$ cat src/rtl/cpu_pkg.sv
// ---------------------------------------------------------------------------
// cpu_pkg
// Shared definitions for the pipeline stages: fetch FSM state encoding, the
// default reset PC, the NOP word used for pipeline bubbles, and small PC
// helpers shared by any stage that computes fetch addresses.
// ---------------------------------------------------------------------------
package cpu_pkg;

  // FETCH: request outstanding on the instruction memory port.
  // HOLD : a returned word waits in the skid buffer while ID is stalled.
  // DROP : a redirect arrived while a request was outstanding; the old
  //        request must complete and its word is thrown away.
  typedef enum logic [1:0] {
    FETCH = 2'd0,
    HOLD  = 2'd1,
    DROP  = 2'd2
  } fetch_state_e;

  localparam logic [31:0] RESET_PC_DEFAULT = 32'h0000_3000;
  localparam logic [31:0] NOP_WORD         = 32'h0000_0000;
  localparam logic [31:0] INSTR_BYTES      = 32'd4;

  // Instruction addresses are word aligned; low two bits are forced to zero.
  function automatic logic [31:0] align_pc(input logic [31:0] addr);
    return addr & 32'hFFFF_FFFC;
  endfunction

  // Sequential next address, wrapping modulo 2^32.
  function automatic logic [31:0] next_pc(input logic [31:0] pc);
    return pc + INSTR_BYTES;
  endfunction

endpackage

$ cat src/rtl/if_id_reg.sv
// ---------------------------------------------------------------------------
// if_id_reg
// IF/ID pipeline register. Holds the fetched instruction, its address+4 and
// a valid flag for the decode stage.
//
// Ports:
//   clk, rst_n        clock, asynchronous active-low reset
//   hold              keep current contents (highest priority)
//   bubble            load a NOP with valid cleared
//   load              load instr_in / pc_plus4_in with valid set
//   instr_in          instruction word to load
//   pc_plus4_in       address+4 of that word
//   instruction       registered instruction to ID
//   pc_plus4          registered address+4 to ID
//   valid             register holds a real instruction
// ---------------------------------------------------------------------------
module if_id_reg
  import cpu_pkg::*;
(
  input  logic        clk,
  input  logic        rst_n,
  input  logic        hold,
  input  logic        bubble,
  input  logic        load,
  input  logic [31:0] instr_in,
  input  logic [31:0] pc_plus4_in,
  output logic [31:0] instruction,
  output logic [31:0] pc_plus4,
  output logic        valid
);

  logic [31:0] instr_q, instr_d;
  logic [31:0] pc_plus4_q, pc_plus4_d;
  logic        valid_q, valid_d;

  // Priority is hold > bubble > load; with none asserted contents stay put.
  always_comb begin
    instr_d    = instr_q;
    pc_plus4_d = pc_plus4_q;
    valid_d    = valid_q;
    if (!hold) begin
      if (bubble) begin
        instr_d    = NOP_WORD;
        pc_plus4_d = '0;
        valid_d    = 1'b0;
      end else if (load) begin
        instr_d    = instr_in;
        pc_plus4_d = pc_plus4_in;
        valid_d    = 1'b1;
      end
    end
  end

  always_ff @(posedge clk or negedge rst_n) begin
    if (!rst_n) begin
      instr_q    <= NOP_WORD;
      pc_plus4_q <= '0;
      valid_q    <= 1'b0;
    end else begin
      instr_q    <= instr_d;
      pc_plus4_q <= pc_plus4_d;
      valid_q    <= valid_d;
    end
  end

  assign instruction = instr_q;
  assign pc_plus4    = pc_plus4_q;
  assign valid       = valid_q;

endmodule

$ cat src/rtl/instruction_fetch.sv
// ---------------------------------------------------------------------------
// instruction_fetch
// Instruction fetch stage: PC register, single-outstanding-request memory
// interface, one-entry skid buffer for stalls, redirect handling, and the
// IF/ID pipeline register (if_id_reg).
//
// Ports:
//   Clk, Rst_n        clock, asynchronous active-low reset
//   Stall             hold IF/ID and PC (from hazard unit)
//   Flush             load a bubble into IF/ID
//   Redirect          taken branch/jump from ID
//   RedirectPC        redirect target (low two bits ignored)
//   ImemReq           fetch request to instruction memory
//   ImemAddr          fetch address
//   ImemRdy           memory returned a word this cycle
//   ImemData          returned word
//   Instruction       IF/ID instruction to decode
//   PcPlus4           IF/ID address+4 of that instruction
//   Valid             IF/ID holds a real instruction
// ---------------------------------------------------------------------------
module instruction_fetch
  import cpu_pkg::*;
#(
  parameter logic [31:0] RESET_PC = RESET_PC_DEFAULT
) (
  input  logic        Clk,
  input  logic        Rst_n,
  input  logic        Stall,
  input  logic        Flush,
  input  logic        Redirect,
  input  logic [31:0] RedirectPC,
  output logic        ImemReq,
  output logic [31:0] ImemAddr,
  input  logic        ImemRdy,
  input  logic [31:0] ImemData,
  output logic [31:0] Instruction,
  output logic [31:0] PcPlus4,
  output logic        Valid
);

  fetch_state_e state_q, state_d;
  logic [31:0]  pc_q, pc_d;
  logic [31:0]  drop_addr_q, drop_addr_d;
  logic [31:0]  skid_instr_q, skid_instr_d;
  logic [31:0]  skid_pc_plus4_q, skid_pc_plus4_d;
  logic         skid_valid_q, skid_valid_d;
  logic         req_en_q, req_en_d;

  logic         imem_req;
  logic         word_accepted;
  logic [31:0]  pc_plus4;
  logic [31:0]  redirect_target;

  logic         id_hold;
  logic         id_bubble;
  logic         id_load;
  logic [31:0]  id_instr;
  logic [31:0]  id_pc_plus4;

  // req_en_q keeps ImemReq low until the first clock edge after reset is
  // released, so a late ImemRdy left over from before reset is ignored.
  assign req_en_d = 1'b1;

  // ImemRdy only counts while a request is actually presented. In DROP the
  // address of the abandoned request is replayed until it completes.
  always_comb begin
    imem_req        = req_en_q && (state_q != HOLD);
    word_accepted   = imem_req && ImemRdy;
    pc_plus4        = next_pc(pc_q);
    redirect_target = align_pc(RedirectPC);
  end

  assign ImemReq  = imem_req;
  assign ImemAddr = (state_q == DROP) ? drop_addr_q : pc_q;

  // Next-state logic. Redirect owns the PC and skid buffer; Stall owns the
  // IF/ID register, so a stalled decode stage never sees a redirect bubble.
  // Whenever IF/ID is not stalled and nothing is loaded, it takes a bubble.
  always_comb begin
    state_d         = state_q;
    pc_d            = pc_q;
    drop_addr_d     = drop_addr_q;
    skid_instr_d    = skid_instr_q;
    skid_pc_plus4_d = skid_pc_plus4_q;
    skid_valid_d    = skid_valid_q;
    id_hold         = Stall;
    id_load         = 1'b0;
    id_instr        = ImemData;
    id_pc_plus4     = pc_plus4;

    case (state_q)
      FETCH: begin
        if (Redirect) begin
          pc_d         = redirect_target;
          skid_valid_d = 1'b0;
          // An unanswered request must still be drained before refetching.
          if (imem_req && !ImemRdy) begin
            state_d     = DROP;
            drop_addr_d = pc_q;
          end
        end else if (word_accepted) begin
          pc_d = pc_plus4;
          if (Stall) begin
            skid_instr_d    = ImemData;
            skid_pc_plus4_d = pc_plus4;
            skid_valid_d    = 1'b1;
            state_d         = HOLD;
          end else begin
            // A flushed word is lost; the PC still advances past it.
            id_load = !Flush;
          end
        end
      end

      HOLD: begin
        if (Redirect) begin
          pc_d         = redirect_target;
          skid_valid_d = 1'b0;
          state_d      = FETCH;
        end else if (!Stall) begin
          id_load      = skid_valid_q && !Flush;
          id_instr     = skid_instr_q;
          id_pc_plus4  = skid_pc_plus4_q;
          skid_valid_d = 1'b0;
          state_d      = FETCH;
        end
      end

      DROP: begin
        if (Redirect) begin
          pc_d = redirect_target;
        end
        if (word_accepted) begin
          state_d = FETCH;
        end
      end

      default: begin
        state_d      = FETCH;
        skid_valid_d = 1'b0;
      end
    endcase

    id_bubble = !id_load;
  end

  always_ff @(posedge Clk or negedge Rst_n) begin
    if (!Rst_n) begin
      state_q         <= FETCH;
      pc_q            <= RESET_PC;
      drop_addr_q     <= RESET_PC;
      skid_instr_q    <= NOP_WORD;
      skid_pc_plus4_q <= '0;
      skid_valid_q    <= 1'b0;
      req_en_q        <= 1'b0;
    end else begin
      state_q         <= state_d;
      pc_q            <= pc_d;
      drop_addr_q     <= drop_addr_d;
      skid_instr_q    <= skid_instr_d;
      skid_pc_plus4_q <= skid_pc_plus4_d;
      skid_valid_q    <= skid_valid_d;
      req_en_q        <= req_en_d;
    end
  end

  if_id_reg u_if_id_reg (
    .clk         (Clk),
    .rst_n       (Rst_n),
    .hold        (id_hold),
    .bubble      (id_bubble),
    .load        (id_load),
    .instr_in    (id_instr),
    .pc_plus4_in (id_pc_plus4),
    .instruction (Instruction),
    .pc_plus4    (PcPlus4),
    .valid       (Valid)
  );

endmodule
$ cat config.mk
export PLATFORM = sky130hd
export DESIGN_NAME = instruction_fetch
export DESIGN_NICKNAME = d
export VERILOG_FILES = /design/src/rtl/cpu_pkg.sv /design/src/rtl/if_id_reg.sv /design/src/rtl/instruction_fetch.sv
export SDC_FILE = /design/constraint.sdc
export NUM_CORES = 1
export LEC_CHECK = 0
export ABC_AREA = 1
export BUFFER_PORTS_ARGS = -buffer_cell sky130_fd_sc_hd__buf_2
export CAP_MARGIN = 20
export CORE_MARGIN = 8
export CORE_UTILIZATION = 50
export DETAILED_ROUTE_END_ITERATION = 6
export PLACE_DENSITY = 0.73
export SETUP_SLACK_MARGIN = 0.5
export SYNTH_ARGS = -nofsm -noshare
export SYNTH_HDL_FRONTEND = slang
export SYNTH_SLANG_ARGS = --single-unit
export TNS_END_PERCENT = 30
$ cat constraint.sdc
create_clock -name Clk -period 3.44 [get_ports Clk]
set_input_delay 0.344 -clock Clk [delete_from_list [all_inputs] [get_ports Clk]]
set_output_delay 0.344 -clock Clk [all_outputs]
set_load 0.1 [all_outputs]
# After elaboration in Yosys (flattened, before gate mapping)
# Cells that the tools add are included.
[word_totals]
reg_bits = 197
latchBits = 0
ram_bits = 0
romBits = 0
inputBits = 70
word_cells = 68
n_memories = 0
[classes]
add_sub_neg = 1
n_mul = 0
div_mod_pow = 0
magnitude_cmp = 0
eq_ne = 9
shifts = 0
n_mux = 32
bitwise = 2
reduce_logical = 14
[op_table]
columns = ["op", "count"]
rows = [
  ["$mux 32", 10],
  ["$pmux 32 s2", 1],
  ["$add 32x3->32 const B", 1],
  ["$mux 2", 7],
  ["$ne 3x3->1 const B", 4],
  ["$mux 1", 11],
  ["$reduce_and 4->1", 2],
  ["$pmux 2 s3", 1],
  ["$reduce_and 3->1", 2],
  ["$reduce_and 5->1", 1],
  ["$logic_and 1x1->1", 4],
  ["$ne 2x1->1 const B", 2],
  ["$pmux 1 s3", 1],
  ["$eq 2x1->1 const B", 1],
  ["$eq 2x2->1 const B", 1],
  ["$logic_not 1->1", 2],
  ["$logic_not 2->1", 1],
  ["$ne 2x2->1 const B", 1],
  ["$not 1->1", 2],
  ["$pmux 1 s2", 1],
  ["$reduce_bool 2->1", 1],
  ["$reduce_or 2->1", 1],
]

# Logic depth before layout (Yosys ltp)
# Gate-level depths: netlist of run 1.
[logic_depth]
word_depth = 7
depth_mapped = 12
depth_no_buf = 11

# Modules after synthesis
# A second synthesis of run 1 with hierarchy kept.
[unflattened]
cells_unflattened = 1334
hier_area_um2 = 9987.1
[by_module_without_submodules]
columns = ["module", "instances", "cells_per_inst", "area_each_um2", "seq_area_each_um2"]
rows = [
  ["instruction_fetch", 1, 1043, 7279.5, 3208.1],
  ["if_id_reg", 1, 291, 2707.6, 1626.6],
]

# Worst setup path before layout of run 1
# No wires, ideal clock.
[synth_path]
path_kind = "register -> output"
startpoint = "reg state_q[0]"
endpoint = "out ImemAddr[10]"
arrival_ns = 3.019
path_slack_ns = 0.077
stages_incl_launch_ff = 6
n_path_buf = 2
cell_sequence = "dfrtp_1 inv_1 ha_1 clkbuf_1 clkbuf_1 o21ai_0"
[synth_via]
elab_chain_cells = 2
[synth_lines]
columns = ["element", "line_no", "text"]
rows = [
  ["start, declared", "instruction_fetch.sv:41", "fetch_state_e state_q, state_d;"],
  ["start signal, assigned", "instruction_fetch.sv:157", "state_q <= state_d;"],
  ["$eq 2x2->1", "instruction_fetch.sv:74", "assign ImemAddr = (state_q == DROP) ? drop_addr_q : pc_q;"],
  ["$mux 32", "instruction_fetch.sv:74", ""],
  ["end, declared", "instruction_fetch.sv:33", "output logic [31:0] ImemAddr,"],
]
# Every way passes these cells.

# Final worst setup path of run 1
[layout_path]
startpoint = "reg state_q[0]"
endpoint = "out ImemAddr[30]"
# Same word-level chain as after synthesis.

==> results.py, run 1 <==
metrics = {
    "outcome": {
        "status": "complete, no violations",
    },
    "job": {
        "maxCapViolations": 0,
    },
    "power_and_ir_drop": {
        "p_sw_share_pct": 52.3,
        "pwr-share-comb_pct": 47.8,
        "p_int_mw": 5.03,
        "p_sw_mw": 5.51,
        "pwr-share-seq_pct": 32.8,
        "power_frac_clock_pct": 19.4,
        "power_density_nw_per_um2": 956,
        "power.leakage_nw": 5.84,
        "irDropWorstVdd_uv": 905,
        "design_power_total_mw": 10.5,
    },
    "global_routing": {
        "grt_pass1_wl_um": 41600,
        "grt_pass1_vias": 8405,
        "use_met1_pct": 26.4,
        "grt_use_met2_pct": 36.4,
        "grt_usage_pct": 21.6,
        "antenna_found_initial": 0,
        "grt-busiest-layer": "met2",
        "grt_overflow": 0,
        "grt_max_degree": 79,
        "met3_usage_pct": 4.37,
    },
    "timing": {
        "tns_ps": 0,
        "skew_ps": 8.65,
        "period_share_pct": 73.8,
        "max_freq_mhz": 394,
        "hold_ws_ps": 125,
        "setup_ws_ps": 900,
        "slew_headroom_pct": 42.8,
        "rsz0062_at_grt": "no",
        "finalMaxSlewViolations": 0,
        "finalHoldViolCount": 0,
        "worstMarginPinSlew_ps": 857,
        "fin_crit_ps": 2540,
        "setup_violations": 0,
    },
    "yosys": {
        "syn_inst": 1244,
        "synth_common_cells": "nand2_1 (477), dfrtp_1 (185), nor2_1 (154), o21ai_0 (124), inv_1 (84)",
        "ys_seq_elements": 189,
        "synth_edf_count": 0,
        "synth.most_common_cell": "nand2_1",
        "ys_async_sr_fraction_pct": 100,
        "synth_area_leader_cell": "dfrtp_1",
        "synth_top_area_share_pct": 48.7,
        "synth_area_leaders": "dfrtp_1 (49%), nand2_1 (19%), o21ai_0 (6.5%)",
        "synth_ff_type": "dfrtp_1",
        "synth.yosys.seq_area_share_pct": 49.8,
        "synth_area_sq_um": 9510,
        "synthDistinctLibCells": 31,
        "yosys_warnings": 0,
        "syn_avg_cell_area_sq_um": 7.65,
    },
    "cells_and_area": {
        "multi_input_area_sq_um": 4100,
        "syn2layout_area_growth_pct": 15.8,
        "fin_nets": 1447,
        "layout-drive-gt1-share_pct": 18.2,
        "seqCellArea_sq_um": 4730,
        "antennaDiodeCount": 0,
        "num-fill-cells": 1719,
    },
    "detailed_routing": {
        "routedWlPerCell_um": 15.3,
        "dr.pass1.iters": 6,
        "vias": 8432,
        "totalWireLength_um": 24800,
        "via_per_inst": 5.20,
        "drt-initial-drc-count": 621,
        "route.antenna.remaining_nets": 0,
        "drcViolationCount": 0,
    },
    "critical_path": {
        "regToRegEndpoint": "pc_q[10]",
        "reg2reg_slack_ps": 990,
        "r2r-start": "state_q[1]",
        "worstSetupPathType": "reg -> out",
        "crit_required_ps": 3100,
        "cp-end-kind": "output port",
        "startpoint_type": "register",
        "cp_max_fo": 61,
        "worst-r2r-cell-count": 9,
        "cp.arrival_ps": 2200,
    },
    "floorplan": {
        "dieArea_sq_um": 23700,
        "fp.dieH_um": 154,
        "ios": 168,
        "start_util_pct": 50.9,
        "core_sq_um": 18700,
        "die_w_um": 154,
        "row_count": 50,
    },
    "placed_design": {
        "dp_slack_ps": 1070,
        "routabilityCongestion": 0.895,
        "dp_hpwl_um": 17600,
        "portBuffers": 161,
    },
    "worst_hold_path": {
        "min_from": "ImemData[17]",
        "hold_depth": 3,
        "min_path_type": "in -> reg",
        "worstHoldEndpoint": "skid_instr_q[17]",
    },
    "clock_network": {
        "clk_pin_slew_worst_paths_ps": 80,
        "cts_resized": 0,
        "cts_max_path_buffers": 2,
        "cts_made_buffers": 17,
        "cts-root-buf": "clkbuf_16",
        "clock_latency_ps": 440,
        "cts_tree": "built",
        "cts_sinks": 189,
        "cts.htree.levels": 4,
    },
}
## state kept, by name, indices dropped and copies added, names as in the netlist
| register | flops |
|---|---|
| skid_instr_q | 32 |
| u_if_id_reg.instruction | 32 |
| drop_addr_q | 30 |
| pc_q | 30 |
| skid_pc_plus4_q | 30 |
| u_if_id_reg.pc_plus4 | 30 |
| state_q | 2 |
| req_en_q | 1 |
| skid_valid_q | 1 |
| u_if_id_reg.valid | 1 |
## through the flow
| step | instance area (sq um) | std cells | utilization [%] |
|---|---|---|---|
| after global routing | 11000 | 1620 | 58.9 |
| final | 11000 | 1620 | 58.9 |
| after floorplan | 9530 | 1247 | - |
| after global placement | 10400 | 1587 | 55.5 |
| after detailed placement | 10400 | 1587 | 55.5 |
| after CTS | 11000 | 1620 | 58.9 |
## metal layers
layer	vias to the layer above	part of all wire [%]
li1	4175	-
met1	3981	42
met2	229	49
met3	47	5.5
met4	0	3.5
met5	-	0
## cell families (layout without fill, tap and decap cells)
family | count (synthesis) | count (layout) | synth area share [%]
simple gates | 695 | 695 | 28.7
flops | 189 | 189 | 49.8
xor+xnor | 9 | 9 | 0.829
fa+ha+maj | 4 | 4 | 0.526
other cells | 2 | 5 | 0.0789
buf+inv | 155 | 294 | 7.35
compound gates | 190 | 190 | 12.8
## layout by cell type (no fill, tap or decap), drive strengths merged
cell	n
nand3	54
nor2	157
dfstp	4
o211ai	36
and2	1
nor4	1
clkinv	6
a31oi	11
conb	5
o22ai	7
xor2	8
dlygate4sd3	1
inv	99
clkbuf	18
o21ai	132
buf	170
ha	4
a21oi	4
nor3	1
xnor2	1
nand2	481
dfrtp	185
## final cells by class
cell class | count | area share [%]
Multi-Input combinational cell | 903 | 37.2
Clock inverter | 15 | 1.83
Sequential cell | 189 | 43.0
Timing Repair Buffer | 172 | 8.39
Clock buffer | 17 | 3.86
Inverter | 90 | 3.11
Tap cell | 234 | 2.66
## power by group through the flow
stage               Combinational, mW  Sequential [mW]  Clock [mW]
global route                     5.51             3.56        2.16
floorplan                        3.88             3.64           0
finish                           5.03             3.46        2.04
detailed placement               5.03             3.48           0
CTS                              5.06             3.45        2.09
global placement                 4.95             3.46           0
## what timing repair did
item | CTS | global route
hold buffers | 1 | 0
endpoints found under the hold margin | 72 | 0
setup buffers | 0 | 0
## worst max path at each step
stage               startpoint      endpoint  slack [ps]  cells past startpoint
detailed placement  state_q[0]      pc_q[10]        1070                      8
global route        state_q[1]      pc_q[10]         710                      9
finish              state_q[0]  ImemAddr[30]         900                      6
global placement    state_q[0]       pc_q[2]        1130                      8
CTS                 state_q[0]  ImemAddr[15]         900                      6
floorplan           state_q[0]  ImemAddr[10]          80                      5
## worst max-delay path, stage by stage (launching register included)
cell	delay [ps]
dfrtp_1	390
inv_1	100
ha_1	150
buf_4	410
nand2_1	90
o21ai_0	110
buf_2	470
Note: power is estimated with default switching activity, not from simulation.
==> run 2: changes to the inputs <==
==> constraint.sdc (replaced) <==
create_clock -name Clk -period 2.4 [get_ports Clk]
set_input_delay 0.24 -clock Clk [delete_from_list [all_inputs] [get_ports Clk]]
set_output_delay 0.24 -clock Clk [all_outputs]
set_load 0.1 [all_outputs]
==> run 2 against run 1 <==
Net effect:
- cell area grew 12%
- combinational power up 96%
- hold slack worse by 85 ps
- final cell count grew 2.1%
- clock skew is 0.65 ps lower
- largest cell class unchanged
- die area did not move
- setup slack got worse by 480 ps
- critical path type unchanged
==> results.py, run 2 (synthesized netlist as in run 1, its figures left out) <==
metrics = {
    "global_routing": {
        "grt_usage_pct": 21.9,
        "grt_overflow": 0,
        "grt_pass1_vias": 8368,
        "grt_pass1_wl_um": 42100,
        "antenna_found_initial": 0,
        "grt_max_degree": 108,
    },
    "clock_network": {
        "clk_pin_slew_worst_paths_ps": 70,
        "cts-root-buf": "clkbuf_16",
        "cts.htree.levels": 4,
        "cts_max_path_buffers": 2,
        "cts_made_buffers": 17,
        "cts_sinks": 189,
        "clock_latency_ps": 430,
        "cts_tree": "built",
    },
    "critical_path": {
        "worst-r2r-cell-count": 10,
        "r2r-start": "state_q[1]",
        "startpoint_type": "register",
        "reg2reg_slack_ps": 510,
        "crit_required_ps": 2160,
        "cp.arrival_ps": 1740,
        "slowest_stage": "dfrtp_1",
        "path_common_cell": "buf_12",
        "cp-end-kind": "output port",
        "cp_slowest_stage_delay_ps": 390,
        "cp.buffers_inverters": 4,
        "regToRegEndpoint": "u_if_id_reg.pc_plus4[19]",
        "worstSetupPathType": "reg -> out",
        "crit_chain": "inv_2 -> ha_4 -> buf_8 -> buf_12 -> nand2_1 -> o21ai_4 -> buf_12",
        "cp_max_fo": 7,
        "cp_top_family": "buffers and inverters",
    },
    "worst_hold_path": {
        "min_path_type": "in -> reg",
        "min_from": "ImemData[23]",
        "worstHoldEndpoint": "skid_instr_q[23]",
        "hold_depth": 3,
    },
    "placed_design": {
        "place_area_sq_um": 11200,
        "routabilityCongestion": 0.944,
        "dp.cells": 1592,
        "portBuffers": 161,
        "dp_slack_ps": 450,
        "dp_hpwl_um": 18100,
    },
    "timing": {
        "skew_ps": 7.99,
        "hold_ws_ps": 39.9,
        "rsz0062_at_grt": "yes",
        "slew_headroom_pct": 57.7,
        "max_freq_mhz": 505,
        "setup_ws_ps": 419,
        "period_share_pct": 82.6,
        "setup_violations": 0,
        "finalMaxSlewViolations": 0,
        "tns_ps": 0,
        "worstMarginPinSlew_ps": 634,
        "finalHoldViolCount": 0,
        "fin_crit_ps": 1980,
    },
    "detailed_routing": {
        "routedWlPerCell_um": 16.0,
        "via_per_inst": 5.19,
        "drt-initial-drc-count": 528,
        "drcViolationCount": 0,
        "totalWireLength_um": 26500,
        "route.antenna.remaining_nets": 0,
        "vias": 8585,
        "dr.pass1.iters": 5,
    },
    "power_and_ir_drop": {
        "irDropWorstVdd_uv": 598,
        "pwr-share-comb_pct": 56.0,
        "power_frac_clock_pct": 15.7,
        "p_int_mw": 9.13,
        "p_sw_mw": 8.51,
        "design_power_total_mw": 17.6,
        "power_density_nw_per_um2": 1420,
        "p_sw_share_pct": 48.2,
        "pwr-share-seq_pct": 28.4,
        "power.leakage_nw": 6.31,
    },
    "job": {
        "maxCapViolations": 0,
    },
    "floorplan": {
        "die_w_um": 154,
        "core_sq_um": 18700,
        "start_util_pct": 50.9,
        "row_count": 50,
        "dieArea_sq_um": 23700,
        "fp.dieH_um": 154,
        "ios": 168,
    },
    "cells_and_area": {
        "final_area_sq_um": 12400,
        "mostFrequentLayoutCells": "nand2_1 (462), dfrtp_1 (185), nor2_1 (149)",
        "fin_nets": 1480,
        "final_cells": 1654,
        "final_common_cell": "nand2_1",
        "fin_util_pct": 66.2,
        "syn2layout_area_growth_pct": 30.2,
        "num-fill-cells": 1601,
        "layout-drive-gt1-share_pct": 24.1,
    },
    "outcome": {
        "status": "complete, no violations",
    },
}
run 2: how the worst max path moves through the flow:
stage	startpoint	endpoint	slack [ps]	cells after the start
floorplan	state_q[0]	u_if_id_reg.instruction[10]	460	11
global placement	state_q[0]	pc_q[16]	510	10
detailed placement	state_q[0]	pc_q[15]	450	10
CTS	state_q[0]	ImemAddr[12]	410	7
global route	state_q[0]	ImemAddr[8]	340	7
finish	state_q[0]	ImemAddr[8]	420	7
run 2: repair_timing:
item                                    in CTS  in global routing
pin swaps                                   20                  4
hold endpoints to repair                    55                  0
gates resized for setup                     15                 45
setup buffers                                9                 10
gates cloned                                 2                  7
endpoints found under the setup margin      72                163
hold buffers                                 1                  0
run 2: power groups by stage:
stage / clock (mW) / sequential [mW] / combinational [mW]
after floorplan: 0 / 5.21 / 6.25
after global placement: 0 / 4.96 / 9.02
after detailed placement: 0 / 5.00 / 9.17
after CTS: 2.81 / 4.96 / 9.52
after global routing: 2.93 / 5.13 / 10.6
final: 2.76 / 5.00 / 9.87
run 2: area by class of cell:
class | instances | area, sq um | share of cell area (%)
clock buffer | 21 | 460 | 3.72
timing repair buffer | 203 | 1830 | 14.8
tap | 234 | 293 | 2.36
multi-input combinational | 904 | 4570 | 36.9
timing repair inverter | 1 | 11.3 | 0.0909
clock inverter | 11 | 109 | 0.879
sequential | 189 | 4730 | 38.2
inverter | 90 | 373 | 3.01
antenna | 1 | 2.50 | 0.0202
run 2: worst reg2reg max path, cell delays in order (launching register included):
cell       delay, ps
dfrtp_1          420
inv_2            120
ha_4             190
nor2_1            80
nor4_4           320
nand2_4          130
buf_12           150
clkbuf_16        140
nor2_1            90
nand2_1           90
nand2_1           70
run 2: metal layers:
metal  global-route usage, %  part of all wire (%)  wire (um)  up-vias
met5                       0                     0          0        -
met4                    7.28                   1.7        464        0
met3                    6.25                   7.4       1950       33
met2                    34.1                    47      12500      254
met1                    28.7                    44      11600     4055
li1                        -                     -          -     4243
==> run 3: changes to the inputs <==
--- a/config.mk
+++ b/config.mk
@@ -5,7 +5,7 @@
 export SDC_FILE = /design/constraint.sdc
 export NUM_CORES = 1
 export LEC_CHECK = 0
-export ABC_AREA = 1
+export ABC_AREA = 0
 export BUFFER_PORTS_ARGS = -buffer_cell sky130_fd_sc_hd__buf_2
 export CAP_MARGIN = 20
 export CORE_MARGIN = 8
==> constraint.sdc (replaced) <==
create_clock -name Clk -period 1.9 [get_ports Clk]
set_input_delay 0.19 -clock Clk [delete_from_list [all_inputs] [get_ports Clk]]
set_output_delay 0.19 -clock Clk [all_outputs]
set_load 0.1 [all_outputs]
==> run 3 against run 2 <==
Net effect:
- the flow now finishes with violations (setup timing)
- sequential share of layout area fell by 4.4 points
- critical path depth rose by 2
- utilization rose by 12 points
- cell area rose by 13%
- via count rose by 1.5%
- register-to-register slack got worse by 830 ps
- clock skew rose by 2.8 ps
- critical path type is now reg -> reg
- highest routed layer unchanged
==> results.py, run 3 <==
metrics = {
    "cells_and_area": {
        "final_cells": 1418,
        "syn2layout_area_growth_pct": 53.8,
        "final_common_cell": "dfrtp_1",
        "final_area_sq_um": 14000,
        "layout-drive-gt1-share_pct": 48.7,
        "fin_nets": 1249,
        "num-fill-cells": 1019,
        "mostFrequentLayoutCells": "dfrtp_1 (184), buf_4 (173), nand2_1 (82)",
    },
    "clock_network": {
        "clock_latency_ps": 440,
        "cts.htree.levels": 4,
        "clk_pin_slew_worst_paths_ps": 70,
        "cts-root-buf": "clkbuf_16",
        "cts_max_path_buffers": 2,
        "cts_tree": "built",
        "cts_sinks": 189,
        "cts_made_buffers": 17,
    },
    "critical_path": {
        "startpoint_type": "register",
        "cp-end-kind": "register",
        "crit_required_ps": 2260,
        "cp_max_fo": 8,
        "worstSetupPathType": "reg -> reg",
        "reg2reg_slack_ps": -320,
        "cp.arrival_ps": 2580,
    },
    "global_routing": {
        "grt_pass1_vias": 8559,
        "grt_overflow": 0,
        "antenna_found_initial": 1,
        "grt_pass1_wl_um": 46800,
        "grt_usage_pct": 26.4,
        "grt_max_degree": 54,
    },
    "yosys": {
        "yosys.area_share.simple_pct": 12.2,
        "synth_area_leader_cell": "dfrtp_1",
        "ys_seq_elements": 189,
        "synth_area_sq_um": 9110,
        "yosys_warnings": 0,
        "synth.yosys.seq_area_share_pct": 52.0,
        "synth_ff_type": "dfrtp_1",
        "synth_top_area_share_pct": 50.8,
        "syn_avg_cell_area_sq_um": 10.3,
        "synth_edf_count": 0,
        "synthDistinctLibCells": 51,
        "synth-xor-area-share_pct": 2.40,
        "synth_common_cells": "dfrtp_1 (185), o21ai_0 (93), nand2_1 (91), mux2_2 (85), clkbuf_1 (59)",
        "synth_top_family_by_area": "multiplexers",
        "synth_adder_area_share_pct": 0.549,
        "ys_async_sr_fraction_pct": 100,
        "syn_inst": 886,
        "synth_compound_area_share_pct": 14.1,
        "synth_area_leaders": "dfrtp_1 (51%), mux2_2 (11%), o21ai_0 (5.1%)",
        "synth.most_common_cell": "dfrtp_1",
        "synthMuxAreaShare_pct": 14.6,
    },
    "outcome": {
        "status": "complete, but fails checks",
        "violations": "setup timing",
    },
    "timing": {
        "worstMarginPinSlew_ps": 553,
        "rsz0062_at_grt": "yes",
        "setup_ws_ps": -317,
        "setup_violations": 190,
        "skew_ps": 10.8,
        "finalHoldViolCount": 0,
        "fin_crit_ps": 2220,
        "finalMaxSlewViolations": 0,
        "slew_headroom_pct": 63.0,
        "period_share_pct": 117,
        "tns_ps": -24910,
        "max_freq_mhz": 451,
    },
    "detailed_routing": {
        "route.antenna.remaining_nets": 0,
        "routedWlPerCell_um": 23.5,
        "totalWireLength_um": 33300,
        "dr.pass1.iters": 7,
        "vias": 8714,
        "via_per_inst": 6.15,
        "drcViolationCount": 0,
        "drt-initial-drc-count": 854,
    },
    "floorplan": {
        "dieArea_sq_um": 22800,
        "start_util_pct": 50.9,
        "fp.dieH_um": 151,
        "ios": 168,
        "core_sq_um": 17900,
        "die_w_um": 151,
        "row_count": 49,
    },
    "placed_design": {
        "routabilityCongestion": 0.916,
        "dp_slack_ps": -272,
        "portBuffers": 161,
        "place_area_sq_um": 11500,
        "dp.cells": 1312,
        "dp_hpwl_um": 18000,
    },
    "job": {
        "maxCapViolations": 0,
    },
    "power_and_ir_drop": {
        "design_power_total_mw": 25.5,
        "power_density_nw_per_um2": 1820,
        "irDropWorstVdd_uv": 2070,
        "power.leakage_nw": 6.55,
    },
    "worst_hold_path": {
        "min_path_type": "in -> reg",
    },
}
==> run 3: path summary, 6_finish.rpt <==
path	start	end	cells after the start
setup / recovery	state_q[0]	u_if_id_reg.pc_plus4[30]	9
hold / removal	ImemData[1]	skid_instr_q[1]	2
setup reg to reg	state_q[0]	u_if_id_reg.pc_plus4[30]	9
hold reg to reg	u_if_id_reg.pc_plus4[10]	u_if_id_reg.pc_plus4[10]	1
max in group asynchronous	Rst_n	drop_addr_q[12]	3
min in group asynchronous	Rst_n	u_if_id_reg.instruction[5]	2
==> run 3: layout make-up <==
class                   instances  area, sq um  share of cell area (%)
multi-input cells             612         4880                    34.8
repair buffers                345         3490                    24.9
diodes                          1         2.50                  0.0179
clock buffers                  18          439                    3.13
inverters                      10         37.5                   0.268
flip-flops and latches        189         4740                    33.8
well taps                     229          287                    2.04
clock inverters                14          146                    1.04
==> run 3: critical path: stages, from the launching register on <==
cell and delay, ps:
dfrtp_1 400, buf_4 160, ha_4 160, nand4b_1 210, buf_4 180, a2111oi_4 290, buf_6 190, nand3_1 70
or3_1 360, nand3_1 130
==> run 3: repair_timing <==
item / in CTS / in global routing
hold buffers: 14 / 2
endpoints found under the setup margin: 282 / 219
setup buffers: 22 / 12
pin swaps: 31 / 24
gates resized for setup: 261 / 72
gates cloned: 12 / 11
endpoints found under the hold margin: 59 / 2
==> run 3: cells by family (layout without fill, tap and decap cells) <==
logic type / Yosys count / count (layout)
buf+inv: 91 / 387
xor+xnor: 25 / 25
mux: 122 / 122
flops: 189 / 189
compound gates: 216 / 216
fa+ha+maj: 4 / 4
simple gates: 237 / 240
other cells: 2 / 6
==> run 3: routing by layer <==
metal  track usage, %  share of wire (%)  vias up
met5                0                  0        -
met1             34.3                 39     4232
met2             41.8                 47      601
met3             5.83                9.0      147
li1                 -                  -     3734
met4             12.0                5.5        0
==> run 3: where the power goes <==
group | leakage [nW] | internal (mW) | switching [mW]
clock network | 0.283 | 1.89 | 1.72
registers | 2.35 | 5.45 | 0.883
logic | 3.92 | 6.54 | 8.98
total | 6.55 | 13.9 | 11.6
==> run 3: through the flow <==
step	hold WS (ps)	utilization [%]
2_1_floorplan	-106	-
4_1_cts	0.853	75.1
5_1_grt	2.41	78.3
3_5_place_dp	187	64.1
6_report	9.44	78.3
3_3_place_gp	183	64.1
